--- config.mk ---
export PLATFORM = sky130hd
export DESIGN_NAME = decode_queue
export DESIGN_NICKNAME = d
export VERILOG_FILES = /design/src/rtl/decode_queue.sv
export SDC_FILE = /design/constraint.sdc
export NUM_CORES = 1
export LEC_CHECK = 0
export ABC_AREA = 1
export BUFFER_PORTS_ARGS = -buffer_cell sky130_fd_sc_hd__buf_2
export CORE_MARGIN = 1.5
export CORE_UTILIZATION = 35
export CTS_BUF_LIST = sky130_fd_sc_hd__clkbuf_16
export CTS_CLUSTER_SIZE = 30
export DETAILED_ROUTE_END_ITERATION = 10
export PLACE_DENSITY = 0.62
export SETUP_SLACK_MARGIN = 0.1
export SYNTH_ARGS = -nofsm -noshare
export SYNTH_HDL_FRONTEND = slang
export SYNTH_SLANG_ARGS = --single-unit
export TNS_END_PERCENT = 5
--- constraint.sdc ---
create_clock -name clk -period 4.45 [get_ports clk]
set_input_delay 0.2225 -clock clk [delete_from_list [all_inputs] [get_ports clk]]
set_output_delay 0.2225 -clock clk [all_outputs]
set_load 0.005 [all_outputs]
--- src/rtl/decode_queue.sv ---
// rtl/decode_queue.sv - instruction queue with registered MIPS-style decode stage.
// Optional HI/LO interlock enabled by defining DECODE_MULDIV_INTERLOCK_EN.
module decode_queue #(
  parameter int DEPTH      = 4,
  parameter int MULDIV_LAT = 8
) (
  input  logic        clk,
  input  logic        reset,
  input  logic        flush,
  input  logic        AnyStall,
  input  logic [31:0] FetchData_IF,
  input  logic        FetchValid_IF,
  output logic        FetchReady_ID,
  output logic        Valid_ID,
  output logic        Jump_ID,
  output logic        Link_ID,
  output logic        RegWrite_ID,
  output logic        RegDst_ID,
  output logic        AluSrc_ID,
  output logic        MemWrite_ID,
  output logic        MemToReg_ID,
  output logic        Illegal_ID,
  output logic        MdBusy_ID,
  output logic [25:0] JumpTgt_ID,
  output logic [15:0] Imm_ID,
  output logic [2:0]  BpCtl_ID,
  output logic [3:0]  AluControl_ID
);

  localparam int PW = $clog2(DEPTH);
  localparam logic [PW:0] DEPTH_C = (PW + 1)'(DEPTH);

  if (MULDIV_LAT < 1 || MULDIV_LAT > 255 || DEPTH < 2 || (DEPTH & (DEPTH - 1)) != 0) begin : g_bad_param
    $error("decode_queue: illegal parameter value");
  end

  typedef struct packed {
    logic        valid;
    logic        jump;
    logic        link;
    logic        reg_write;
    logic        reg_dst;
    logic        alu_src;
    logic        mem_write;
    logic        mem_to_reg;
    logic        illegal;
    logic [25:0] jump_tgt;
    logic [15:0] imm;
    logic [2:0]  bp_ctl;
    logic [3:0]  alu_control;
  } dec_t;

  logic [31:0]   mem_q [DEPTH];
  logic [PW-1:0] wr_ptr_q, wr_ptr_d;
  logic [PW-1:0] rd_ptr_q, rd_ptr_d;
  logic [PW:0]   count_q, count_d;
  dec_t          out_q, out_d;
  dec_t          head_dec;
  logic [31:0]   head;
  logic [5:0]    op, fn;
  logic [4:0]    rt;
  logic [4:0]    ctl;
  logic          push, pop, interlock;

  assign head          = mem_q[rd_ptr_q];
  assign op            = head[31:26];
  assign fn            = head[5:0];
  assign rt            = head[20:16];
  assign FetchReady_ID = (count_q < DEPTH_C);
  assign push          = FetchValid_IF && FetchReady_ID && !flush;
  assign pop           = (count_q != '0) && !AnyStall && !flush && !interlock;

  always_comb begin
    head_dec          = '0;
    head_dec.valid    = 1'b1;
    head_dec.jump_tgt = head[25:0];
    head_dec.imm      = head[15:0];
    ctl               = 5'b00000;
    case (op)
      6'b000000: begin
        ctl = 5'b11000;
        case (fn)
          6'b011000:            head_dec.alu_control = 4'b1111;
          6'b011010:            head_dec.alu_control = 4'b1110;
          6'b100100:            head_dec.alu_control = 4'b0000;
          6'b100101:            head_dec.alu_control = 4'b0001;
          6'b100000, 6'b100001: head_dec.alu_control = 4'b0010;
          6'b100110:            head_dec.alu_control = 4'b0101;
          6'b100010, 6'b100011: head_dec.alu_control = 4'b0110;
          6'b101010, 6'b101011: head_dec.alu_control = 4'b0111;
          6'b010000:            head_dec.alu_control = 4'b1010;
          6'b010010:            head_dec.alu_control = 4'b1011;
          6'b000110:            head_dec.alu_control = 4'b0100;
          6'b000010:            head_dec.alu_control = 4'b1101;
          6'b000000:            head_dec.alu_control = 4'b1100;
          6'b000100:            head_dec.alu_control = 4'b0011;
          6'b000011:            head_dec.alu_control = 4'b1110;
          default:              head_dec.alu_control = 4'b0000;
        endcase
      end
      // REGIMM: the "AL" forms (bgezal/bltzal) also link
      6'b000001: begin
        case (rt)
          5'b00001: head_dec.bp_ctl = 3'b010;
          5'b10001: begin head_dec.bp_ctl = 3'b011; head_dec.link = 1'b1; end
          5'b00000: head_dec.bp_ctl = 3'b110;
          5'b10000: begin head_dec.bp_ctl = 3'b111; head_dec.link = 1'b1; end
          default:  head_dec.bp_ctl = 3'b000;
        endcase
      end
      6'b000010: head_dec.jump = 1'b1;
      6'b000011: begin head_dec.jump = 1'b1; head_dec.link = 1'b1; end
      6'b000100: begin head_dec.alu_control = 4'b0110; head_dec.bp_ctl = 3'b001; end
      6'b000101: head_dec.alu_control = 4'b0110;
      6'b000110: head_dec.bp_ctl = 3'b100;
      6'b000111: head_dec.bp_ctl = 3'b101;
      6'b001000, 6'b001001: begin ctl = 5'b10100; head_dec.alu_control = 4'b0010; end
      6'b001010: begin ctl = 5'b10100; head_dec.alu_control = 4'b0111; end
      6'b001100: begin ctl = 5'b10100; head_dec.alu_control = 4'b0000; end
      6'b001101: begin ctl = 5'b10100; head_dec.alu_control = 4'b0001; end
      6'b001110, 6'b001111: begin ctl = 5'b10100; head_dec.alu_control = 4'b1001; end
      6'b100011: begin ctl = 5'b10101; head_dec.alu_control = 4'b0010; end
      6'b101011: begin ctl = 5'b00110; head_dec.alu_control = 4'b0010; end
      default:   head_dec.illegal = 1'b1;
    endcase
    {head_dec.reg_write, head_dec.reg_dst, head_dec.alu_src,
     head_dec.mem_write, head_dec.mem_to_reg} = ctl;
  end

  always_comb begin
    wr_ptr_d = wr_ptr_q;
    rd_ptr_d = rd_ptr_q;
    count_d  = count_q;
    out_d    = out_q;
    if (flush) begin
      wr_ptr_d = '0;
      rd_ptr_d = '0;
      count_d  = '0;
      out_d    = '0;
    end else begin
      if (push) wr_ptr_d = wr_ptr_q + 1'b1;
      if (pop)  rd_ptr_d = rd_ptr_q + 1'b1;
      count_d = count_q + (PW + 1)'(push) - (PW + 1)'(pop);
      if (!AnyStall) out_d = pop ? head_dec : '0;
    end
  end

  always_ff @(posedge clk or posedge reset) begin
    if (reset) begin
      wr_ptr_q <= '0;
      rd_ptr_q <= '0;
      count_q  <= '0;
      out_q    <= '0;
    end else begin
      wr_ptr_q <= wr_ptr_d;
      rd_ptr_q <= rd_ptr_d;
      count_q  <= count_d;
      out_q    <= out_d;
    end
  end

  always_ff @(posedge clk) begin
    if (push) mem_q[wr_ptr_q] <= FetchData_IF;
  end

`ifdef DECODE_MULDIV_INTERLOCK_EN
  logic [7:0] busy_cnt_q, busy_cnt_d;
  logic       md_busy_q, md_busy_d;
  logic       head_is_md, head_is_mf;

  assign head_is_md = (op == 6'b000000) && (fn == 6'b011000 || fn == 6'b011010);
  assign head_is_mf = (op == 6'b000000) && (fn == 6'b010000 || fn == 6'b010010);
  // mfhi/mflo may issue on the edge where the counter drains to zero
  assign interlock  = head_is_mf && (busy_cnt_q > 8'd1);

  always_comb begin
    busy_cnt_d = busy_cnt_q - {7'd0, (busy_cnt_q != 8'd0)};
    if (pop && head_is_md) busy_cnt_d = 8'(MULDIV_LAT);
    md_busy_d = (busy_cnt_d != 8'd0);
  end

  always_ff @(posedge clk or posedge reset) begin
    if (reset) begin
      busy_cnt_q <= 8'd0;
      md_busy_q  <= 1'b0;
    end else begin
      busy_cnt_q <= busy_cnt_d;
      md_busy_q  <= md_busy_d;
    end
  end

  assign MdBusy_ID = md_busy_q;
`else
  assign interlock = 1'b0;
  assign MdBusy_ID = 1'b0;
`endif

  assign Valid_ID      = out_q.valid;
  assign Jump_ID       = out_q.jump;
  assign Link_ID       = out_q.link;
  assign RegWrite_ID   = out_q.reg_write;
  assign RegDst_ID     = out_q.reg_dst;
  assign AluSrc_ID     = out_q.alu_src;
  assign MemWrite_ID   = out_q.mem_write;
  assign MemToReg_ID   = out_q.mem_to_reg;
  assign Illegal_ID    = out_q.illegal;
  assign JumpTgt_ID    = out_q.jump_tgt;
  assign Imm_ID        = out_q.imm;
  assign BpCtl_ID      = out_q.bp_ctl;
  assign AluControl_ID = out_q.alu_control;

endmodule

==> results of run 1 <==
Yosys cell counts (2+ instances only):
master and n:
sky130_fd_sc_hd__nand2_1 214, sky130_fd_sc_hd__edfxtp_1 128, sky130_fd_sc_hd__nand3_1 59, sky130_fd_sc_hd__dfrtp_1 49, sky130_fd_sc_hd__inv_1 44, sky130_fd_sc_hd__o21ai_0 33, sky130_fd_sc_hd__a21oi_1 23, sky130_fd_sc_hd__buf_4 22
sky130_fd_sc_hd__nor2_1 22, sky130_fd_sc_hd__a32o_1 18, sky130_fd_sc_hd__buf_2 13, sky130_fd_sc_hd__nand2_2 11, sky130_fd_sc_hd__ha_1 10, sky130_fd_sc_hd__clkbuf_1 8, sky130_fd_sc_hd__inv_2 7, sky130_fd_sc_hd__o21ai_1 6
sky130_fd_sc_hd__buf_6 3, sky130_fd_sc_hd__nand4_1 3, sky130_fd_sc_hd__clkinv_1 2
layout by cell type (no fill, tap or decap), types with 11 or more instances in the layout:
master                          instances
sky130_fd_sc_hd__a21oi_1               23
sky130_fd_sc_hd__nand2_1              214
sky130_fd_sc_hd__a32o_1                18
sky130_fd_sc_hd__nand3_1               59
sky130_fd_sc_hd__dfrtp_1               48
sky130_fd_sc_hd__nand2_2               11
sky130_fd_sc_hd__nor2_1                17
sky130_fd_sc_hd__edfxtp_1             128
sky130_fd_sc_hd__buf_2                 95
sky130_fd_sc_hd__clkbuf_16             17
sky130_fd_sc_hd__dlygate4sd3_1         27
sky130_fd_sc_hd__inv_1                 43
sky130_fd_sc_hd__o21ai_0               33
cells by family (layout without fill, tap and decap cells):
| family | count (synthesis) | in the layout | synth area share [%] |
|---|---|---|---|
| DFF | 177 | 177 | 67.1 |
| AOI/OAI and AO/OA | 83 | 83 | 6.81 |
| adders and majority gates | 11 | 11 | 1.92 |
| and+or+nand+nor | 316 | 316 | 17.5 |
| buffers and inverters | 99 | 211 | 6.53 |
| other | 1 | 1 | 0.0497 |
power by group through the flow:
stage / sequential [W] / combinational (W) / clock, W
after floorplan: 0.00205 / 0.000871 / 0
after global placement: 0.00207 / 0.00116 / 0
after detailed placement: 0.00207 / 0.00117 / 0
after CTS: 0.00204 / 0.00119 / 0.00145
after global routing: 0.00205 / 0.00135 / 0.00151
final: 0.00203 / 0.00118 / 0.00143
cell type report:
cell class	count	share of cell area (%)
clock buffers	17	4.73
clock inverters	15	1.62
inverters	53	2.21
multi-input cells	411	22.5
flip-flops and latches	177	56.4
well taps	275	3.83
repair buffers	126	8.63
worst min path at each step:
stage                     cells after the start                          to  slack, ns             start
after floorplan                               1        count_q[0]$_DFF_PP0_       0.29             flush
after global placement                        3  JumpTgt_ID[12]$_DFFE_PP0P_       0.44             reset
after detailed placement                      1      mem_q[0][19]$_DFFE_PP_       0.44  FetchData_IF[19]
after CTS                                     1      mem_q[2][26]$_DFFE_PP_     0.0006  FetchData_IF[26]
after global routing                          1      mem_q[0][24]$_DFFE_PP_      0.006  FetchData_IF[24]
final                                         1      mem_q[1][30]$_DFFE_PP_       0.01  FetchData_IF[30]
stage by stage:
stage,utilization [%],hold WS [ns]
3_3_place_gp,38.6,0.439
2_1_floorplan,-,0.288
3_5_place_dp,38.6,0.437
4_1_cts,42.6,0.000558
6_report,42.6,0.0123
5_1_grt,42.6,0.00562
state kept, by name, indices dropped and copies added, names as in the netlist:
signal / flops
AluControl_ID: 4
AluSrc_ID: 1
BpCtl_ID: 3
Illegal_ID: 1
JumpTgt_ID: 26
Jump_ID: 1
Link_ID: 1
MemToReg_ID: 1
MemWrite_ID: 1
RegDst_ID: 1
RegWrite_ID: 1
Valid_ID: 1
count_q: 3
mem_q: 128
rd_ptr_q: 2
wr_ptr_q: 2
critical path: cells and delay by family, from the launching register on:
kind / cells / cell delay (ns)
simple gates: 11 / 0.83
flops: 1 / 0.66
fa+ha+maj: 1 / 0.18
buf+inv: 3 / 0.99
metal layers:
metal | GRT usage (%) | up-vias | routed length, um
met5 | 0 | - | 0
met4 | 7.16 | 0 | 455
met3 | 3.23 | 28 | 647
met2 | 25.0 | 122 | 7810
met1 | 20.0 | 2374 | 7650
li1 | - | 2522 | -
==> flow_summary.toml, run 1 <==
[global_routing]
first_global_vias = 4957
grt_antenna_before_repair = 0
grt_start_max_net_pins = 84
grt_first_pass_wirelength_um = 26300
grt.overflow.total = 0
grt_use_total_pct = 15.5

[placement]
placement.cell_area_um2 = 8150
place_inst = 1015
gpl.final_weighted_congestion = 0.856
pre_cts_ws_ns = 1.64
place.detailed.hpwl_um = 10100
port_buffers = 95

[synthesis]
yosysTopAreaCell = "sky130_fd_sc_hd__edfxtp_1"
yosys_register_bits = 177
mappedNetlistNets = 735
synthCells = 687
yosys-top-cells-area = "sky130_fd_sc_hd__edfxtp_1 (51%), sky130_fd_sc_hd__dfrtp_1 (16%), sky130_fd_sc_hd__nand2_1 (11%), sky130_fd_sc_hd__nand3_1 (3.9%), sky130_fd_sc_hd__a32o_1 (2.4%)"
postSynthAreaPerCell_um2 = 11.0
synth_top_flop_cell = "sky130_fd_sc_hd__edfxtp_1"
synth_enable_flop_cells = 128
netlist.area_leader.share_pct = 50.9
synth_sequential_area_ratio_pct = 67.1
ys_types = 31
synthesis.area_um2 = 7550
async_reset_ff_share_pct = 27.7
ys_warn_count = 0

[worst_setup_path]
worst-endpoint-arrival_ns = 3.11
crit_top_cell = "sky130_fd_sc_hd__nand2_1"
crit_path_top_delay_cell = "sky130_fd_sc_hd__inv_2"
crit_path_max_incr_delay_ns = 0.85
cp-end-kind = "register"
startpoint_types = "register"
worst_setup_path_start = "rd_ptr_q[1]$_DFFE_PP0P_"
r2r_end = "AluControl_ID[1]$_DFFE_PP0P_"
timing.critical_path.cells = "inv_2 > nand3_1 > nand2_1 > inv_1 > ha_1 > inv_1 > nand2_1 > nand3_1 > nand2_1 > nand2_1 > nand2_1 > nand2_1 > nand2_1 > nand2_1 > nand2_1"
worst_ep_required_time_ns = 4.78
worstSetupEndpoint = "AluControl_ID[1]$_DFFE_PP0P_"
worst-r2r-cell-count = 15
r2r_start = "rd_ptr_q[1]$_DFFE_PP0P_"
worstPathMaxFanout = 54
timing_worst_setup_path_type = "reg2reg"
worst-r2r-setup-slack_ns = 1.67

[die]
floorplan.die.width_um = 150
fp.coreArea_um2 = 21100
chipHeight_um = 150
number_of_cell_rows = 53
initial_core_util_pct = 35.8
fp.dieArea_um2 = 22500
num_ports = 97

[pwr]
p_comb_share_pct = 25.4
part_of_the_total_power_dissipated_in_sequential_elements_pct = 43.8
vdd_ir_drop_max_mv = 0.298
pwr-share-clk_pct = 30.8
ratio_of_total_power_to_cell_area_nw_per_um2 = 517
total_power_w = 0.00464
switching_share_pct = 34.1
internal_power_w = 0.00306
static-leakage-power_nw = 3.90
p_sw_w = 0.00158

[cells_and_area]
area_grow_syn2layout_pct = 19.0
total_of_fill_cells_in_the_finished_design = 1999
multi_input_comb_area_um2 = 2030
layout.nets = 834
layout.area.seq_um2 = 5070
fraction_of_final_layout_cells_sized_beyond_drive_strength_1_pct = 20.0
final_area_um2 = 8990
stdcell_count = 1074
insertedDiodeCount = 0

[timing]
postLayoutSetupSlackWorst_ns = 1.67
finalSetupViolations = 0
final_max_slew_viol_count = 0
fin_worst_skew_ns = 0.00764
finalWorstPathRequiredPeriod_ns = 2.78
grt_setup_unrepaired = "no"
setup-tns-final_ns = 0
finalHoldViolations = 0
post-route-period-util_pct = 62.6
clock.fmax_mhz = 359
slew_headroom_pct = 22.4
tightest_slew_ns = 1.16

[clock_network]
cts.root.buffer_cell = "sky130_fd_sc_hd__clkbuf_16"
ctsHoldBuffers = 27
cts.reportedPaths.clkPinSlew_ns = 0.07
tritoncts_clock_tree = "yes"
max-clock-path-buffers = 2
post_cts.repair.setup_buffers = 0
htree_num_levels = 4
numClockSinks = 177
clock_insertion_delay_worst_skew_ns = 0.44
post_cts.resized_instances = 0
tritoncts.num_buffers = 17

[routing]
route.detailed.drc = 0
drt_pass1_iterations = 8
ant_nets = 0
routed_wl_um = 16600
vias_per_cell = 4.70
detail_route.wl_per_cell_um = 15.4
drt-initial-drc-count = 385
vias = 5046

[min_path]
hp-class = "in2reg"

[job]
max-cap-violations = 0

[outcome]
run_status = "finished, final reports clean"
No activity file was read; power rests on OpenSTA's default activity.
==> inputs of run 2 (changes only) <==
Settings changed: PLACE_DENSITY 0.62 to 0.64.
Clock period 4.45 ns to 2.55 ns, I/O delays scaled along.
==> run 2 against run 1 <==
Net effect:
- via count increased by 1.7%
- power grew 76%
- global-route usage up 0.16 points
- count of clock-buffer cells in the layout increased by 1
- first-iteration DRC count rose by 20%
- clock skew rose by 0.00080 ns
- die area unchanged
- register-to-register slack worse by 1.4 ns
- final cell count increased by 2.0%
- worst setup slack got worse by 1.4 ns
- hold slack better by 0.049 ns
==> flow_summary.toml, run 2 (synthesis results as in run 1) <==
[routing]
routed_wl_um = 16900
drt-initial-drc-count = 462
ant_nets = 0
vias = 5130
drt_pass1_iterations = 5
vias_per_cell = 4.68
detail_route.wl_per_cell_um = 15.4
route.detailed.drc = 0

[worst_setup_path]
r2r_end = "count_q[2]$_DFF_PP0_"
r2r_start = "count_q[1]$_DFF_PP0_"
worst_ep_required_time_ns = 2.89
crit_path_max_incr_delay_ns = 0.41
worst-r2r-cell-count = 12
cp-end-kind = "register"
worst-endpoint-arrival_ns = 2.63
worstSetupEndpoint = "count_q[2]$_DFF_PP0_"
timing.critical_path.cells = "or2_1 > nor2_1 > nor2_1 > nand2_1 > inv_1 > ha_1 > inv_1 > ha_1 > inv_1 > fa_1 > and3_1 > nor3_1"
crit_path_top_delay_cell = "sky130_fd_sc_hd__dfrtp_1"
timing_worst_setup_path_type = "reg2reg"
worst-r2r-setup-slack_ns = 0.26
worst_setup_path_start = "count_q[1]$_DFF_PP0_"
startpoint_types = "register"
worstPathMaxFanout = 3
crit_top_cell = "sky130_fd_sc_hd__inv_1"

[global_routing]
grt_start_max_net_pins = 49
grt.overflow.total = 0
grt_antenna_before_repair = 0
grt_use_total_pct = 15.6
first_global_vias = 4906
grt_first_pass_wirelength_um = 26300

[pwr]
ratio_of_total_power_to_cell_area_nw_per_um2 = 892
vdd_ir_drop_max_mv = 0.608
static-leakage-power_nw = 4.04

[clock_network]
htree_num_levels = 4
tritoncts_clock_tree = "yes"
cts.reportedPaths.clkPinSlew_ns = 0.07
tritoncts.num_buffers = 17
clock_insertion_delay_worst_skew_ns = 0.42
ctsHoldBuffers = 34
post_cts.resized_instances = 0
max-clock-path-buffers = 2
numClockSinks = 177
cts.root.buffer_cell = "sky130_fd_sc_hd__clkbuf_16"
post_cts.repair.setup_buffers = 0

[placement]
gpl.final_weighted_congestion = 0.838
place_inst = 1029
port_buffers = 95
placement.cell_area_um2 = 8280
place.detailed.hpwl_um = 10900
pre_cts_ws_ns = 0.300

[timing]
slew_headroom_pct = 64.7
clock.fmax_mhz = 436
finalWorstPathRequiredPeriod_ns = 2.29
finalHoldViolations = 0
finalSetupViolations = 0
fin_worst_skew_ns = 0.00844
setup-tns-final_ns = 0
postLayoutSetupSlackWorst_ns = 0.259
tightest_slew_ns = 0.529
final_max_slew_viol_count = 0
final.hold.worst_slack_ns = 0.0614
grt_setup_unrepaired = "no"
post-route-period-util_pct = 89.9

[cells_and_area]
largest_register_ff_count = 128
insertedDiodeCount = 0
most_common_cell_after_layout_fill_and_taps_aside = "sky130_fd_sc_hd__nand2_1"
layout_common_cells = "sky130_fd_sc_hd__nand2_1 (214), sky130_fd_sc_hd__edfxtp_1 (128), sky130_fd_sc_hd__buf_2 (95)"
area_grow_syn2layout_pct = 21.7
layout.nets = 855
registers.top_by_ff_count = "mem_q"
stdcell_count = 1095
fraction_of_final_layout_cells_sized_beyond_drive_strength_1_pct = 20.7
final_area_um2 = 9190

[die]
fp.coreArea_um2 = 21100
fp.dieArea_um2 = 22500
initial_core_util_pct = 35.8
num_ports = 97
chipHeight_um = 150
number_of_cell_rows = 53
floorplan.die.width_um = 150

[outcome]
run_status = "finished, final reports clean"

[job]
max-cap-violations = 0

[min_path]
hp-class = "in2reg"
## run 2: power by group
part	leakage [nW]	total, W	internal, W	switching, W
logic	1.90	0.00214	0.000714	0.00143
registers	1.83	0.00353	0.00339	0.000141
clock network	0.302	0.00252	0.00148	0.00104
total	4.04	0.00819	0.00558	0.00261
## run 2: critical path, delay by kind of cell (launching register included)
family	cells	cell delay (ns)
fa+ha+maj	3	0.79
flops	1	0.41
buf+inv	3	0.17
simple gates	6	0.82
## run 2: how the worst min path moves through the flow
stage	startpoint	to	slack, ns	cells after the start
finish	FetchValid_IF	wr_ptr_q[0]$_DFFE_PP0P_	0.06	4
global placement	reset	JumpTgt_ID[20]$_DFFE_PP0P_	0.09	2
global route	AnyStall	rd_ptr_q[0]$_DFFE_PP0P_	0.07	4
CTS	FetchValid_IF	wr_ptr_q[0]$_DFFE_PP0P_	0.04	4
floorplan	flush	count_q[0]$_DFF_PP0_	0.19	1
detailed placement	reset	JumpTgt_ID[20]$_DFFE_PP0P_	0.09	2
## run 2: layer usage
metal	wire, um	global-route usage, %	vias to the layer above
met2	8420	25.8	117
met4	232	7.06	0
met1	7470	19.6	2449
met3	749	3.51	12
li1	-	-	2552
met5	0	0	-
## run 2: layout make-up
| type | instances | area, um^2 |
|---|---|---|
| multi-input combinational | 411 | 2030 |
| inverter | 53 | 199 |
| clock buffer | 18 | 450 |
| clock inverter | 14 | 121 |
| fill | 1971 | 11900 |
| timing repair buffer | 147 | 976 |
| tap | 275 | 344 |
| sequential | 177 | 5070 |
## run 2: metrics by stage
step / total power (W) / utilization (%)
global placement: 0.00567 / 39.2
finish: 0.00819 / 43.6
CTS: 0.00827 / 43.6
floorplan: 0.00509 / -
global route: 0.00868 / 43.6
detailed placement: 0.00571 / 39.2
==> inputs of run 3 (changes only) <==
Settings changed: PLACE_DENSITY 0.64 to 0.62.
Clock period 2.55 ns to 2.27 ns, I/O delays scaled along.
==> run 3 against run 2 <==
Net effect:
- hold slack lost 0.022 ns
- highest routed layer unchanged
- maximum frequency increased by 9.5%
- global-route usage is 0.40 points higher
- combinational power is 24% higher
- first-iteration DRC count rose by 3.9%
- sequential share of layout area shrank 0.95 points
- flip-flop and latch count is the same
- wire length up 2.4%
- design area up 1.7%
- worst setup slack worse by 0.081 ns
- utilization is 0.76 points higher
- power grew 16%
==> flow_summary.toml, run 3 (synthesis results as in run 1) <==
[pwr]
total_power_w = 0.00949
vdd_ir_drop_max_mv = 0.483
ratio_of_total_power_to_cell_area_nw_per_um2 = 1020
static-leakage-power_nw = 4.08

[placement]
place.detailed.hpwl_um = 10500
gpl.final_weighted_congestion = 0.823
port_buffers = 95
place_inst = 1031

[worst_setup_path]
worst-endpoint-arrival_ns = 2.44
cp-end-kind = "register"
worst-r2r-setup-slack_ns = 0.18
worstPathMaxFanout = 2
worst_ep_required_time_ns = 2.62
worstSetupEndpoint = "count_q[2]$_DFF_PP0_"
timing_worst_setup_path_type = "reg2reg"
r2r_end = "count_q[2]$_DFF_PP0_"
worst_setup_path_start = "count_q[1]$_DFF_PP0_"
r2r_start = "count_q[1]$_DFF_PP0_"
startpoint_types = "register"
worst-r2r-cell-count = 12

[clock_network]
clock_insertion_delay_worst_skew_ns = 0.43
cts.root.buffer_cell = "sky130_fd_sc_hd__clkbuf_16"
tritoncts.num_buffers = 17
numClockSinks = 177
tritoncts_clock_tree = "yes"
htree_num_levels = 4
max-clock-path-buffers = 2
cts.reportedPaths.clkPinSlew_ns = 0.07

[cells_and_area]
layout_common_cells = "sky130_fd_sc_hd__nand2_1 (214), sky130_fd_sc_hd__edfxtp_1 (128), sky130_fd_sc_hd__buf_2 (95)"
stdcell_count = 1106
multi_input_comb_area_um2 = 2050
largest_register_ff_count = 128
postLayoutCoreUtil_pct = 44.3
layout.nets = 866
most_common_cell_after_layout_fill_and_taps_aside = "sky130_fd_sc_hd__nand2_1"
layout.area.seq_um2 = 5070
registers.top_by_ff_count = "mem_q"
total_of_fill_cells_in_the_finished_design = 1964
fraction_of_final_layout_cells_sized_beyond_drive_strength_1_pct = 22.7
area_grow_syn2layout_pct = 23.8

[routing]
vias = 5256
routed_wl_um = 17300
drt-initial-drc-count = 480
drt_pass1_iterations = 4
route.detailed.drc = 0
vias_per_cell = 4.75
ant_nets = 0
detail_route.wl_per_cell_um = 15.6

[timing]
clock.fmax_mhz = 478
tightest_slew_ns = 0.706
finalHoldViolations = 0
final_max_slew_viol_count = 0
finalSetupViolations = 0
slew_headroom_pct = 52.9
grt_setup_unrepaired = "yes"
fin_worst_skew_ns = 0.0135
finalWorstPathRequiredPeriod_ns = 2.09
post-route-period-util_pct = 92.2

[global_routing]
grt_antenna_before_repair = 1
grt_use_total_pct = 16.1
first_global_vias = 5084
grt_start_max_net_pins = 63
grt_first_pass_wirelength_um = 27200
grt.overflow.total = 0

[job]
max-cap-violations = 0

[die]
initial_core_util_pct = 35.8
floorplan.die.width_um = 150
chipHeight_um = 150
fp.dieArea_um2 = 22500
fp.coreArea_um2 = 21100
num_ports = 97
number_of_cell_rows = 53

[outcome]
run_status = "finished, final reports clean"

[min_path]
hp-class = "in2reg"
-- run 3: cell types whose count changed in the layout (fill, tap and decap cells not counted), moves of 2 or more --
cell,change
sky130_fd_sc_hd__buf_12,+2
sky130_fd_sc_hd__buf_4,+8
sky130_fd_sc_hd__clkinv_4,+3
sky130_fd_sc_hd__clkinvlp_4,+2
sky130_fd_sc_hd__ha_1,-2
sky130_fd_sc_hd__inv_1,-4
sky130_fd_sc_hd__inv_2,-3
sky130_fd_sc_hd__inv_6,+2
-- run 3: through the flow --
stage | hold slack [ns] | TNS (ns) | setup slack (ns) | instance area [um^2]
5_1_grt | 0.0415 | 0 | 0.0517 | 9350
3_3_place_gp | 0.329 | 0 | 0.0905 | 8320
6_report | 0.0393 | 0 | 0.178 | 9350
3_5_place_dp | 0.330 | 0 | 0.0255 | 8320
2_1_floorplan | 0.179 | -21.15 | -0.165 | 7550
4_1_cts | 0.0358 | 0 | 0.0709 | 9280
-- run 3: layout make-up --
type	instances	share of cell area [%]
clock inverters	14	1.67
multi-input cells	411	21.9
flip-flops and latches	177	54.2
clock buffers	17	4.55
diodes	1	0.0268
well taps	275	3.68
inverters	53	2.15
repair buffers	158	11.8
-- run 3: how the worst min path moves through the flow --
stage,from,end,slack (ns),depth (start not counted)
global placement,FetchData_IF[21],mem_q[1][21]$_DFFE_PP_,0.33,1
CTS,FetchValid_IF,wr_ptr_q[1]$_DFFE_PP0P_,0.04,4
floorplan,flush,count_q[0]$_DFF_PP0_,0.18,1
finish,FetchValid_IF,wr_ptr_q[1]$_DFFE_PP0P_,0.04,4
detailed placement,FetchData_IF[18],mem_q[3][18]$_DFFE_PP_,0.33,1
global route,FetchValid_IF,wr_ptr_q[1]$_DFFE_PP0P_,0.04,4
-- run 3: what timing repair did --
action                                  4_1_cts  5_1_grt
gates resized for setup                       2        5
pin swaps                                     5        4
gates cloned                                  0        1
endpoints found under the setup margin        1       11
hold buffers                                 34        0
setup buffers                                 5        3
hold endpoints to repair                    180        0
-- run 3: where the power goes --
group | internal (W) | switching, W
Clock | 0.00163 | 0.00125
Sequential | 0.00380 | 0.000156
Combinational | 0.000957 | 0.00169
Total | 0.00639 | 0.00310
-- run 3: critical path: stages (launching register included) --
cell and delay (ns):
sky130_fd_sc_hd__dfrtp_1 0.38, sky130_fd_sc_hd__or2_1 0.24, sky130_fd_sc_hd__nor2_1 0.12, sky130_fd_sc_hd__nor2_2 0.06, sky130_fd_sc_hd__nand2_1 0.07, sky130_fd_sc_hd__inv_1 0.08
sky130_fd_sc_hd__ha_4 0.22, sky130_fd_sc_hd__inv_2 0.04, sky130_fd_sc_hd__ha_2 0.14, sky130_fd_sc_hd__inv_1 0.05, sky130_fd_sc_hd__fa_2 0.33, sky130_fd_sc_hd__and3_1 0.15
sky130_fd_sc_hd__nor3_1 0.12
-- run 3: layer usage --
| metal | part of all wire, % | GRT usage, % | vias to the layer above |
|---|---|---|---|
| li1 | - | - | 2578 |
| met1 | 45 | 20.9 | 2557 |
| met2 | 49 | 26.6 | 106 |
| met3 | 4.2 | 3.78 | 15 |
| met4 | 1.3 | 4.80 | 0 |
| met5 | 0 | 0 | - |
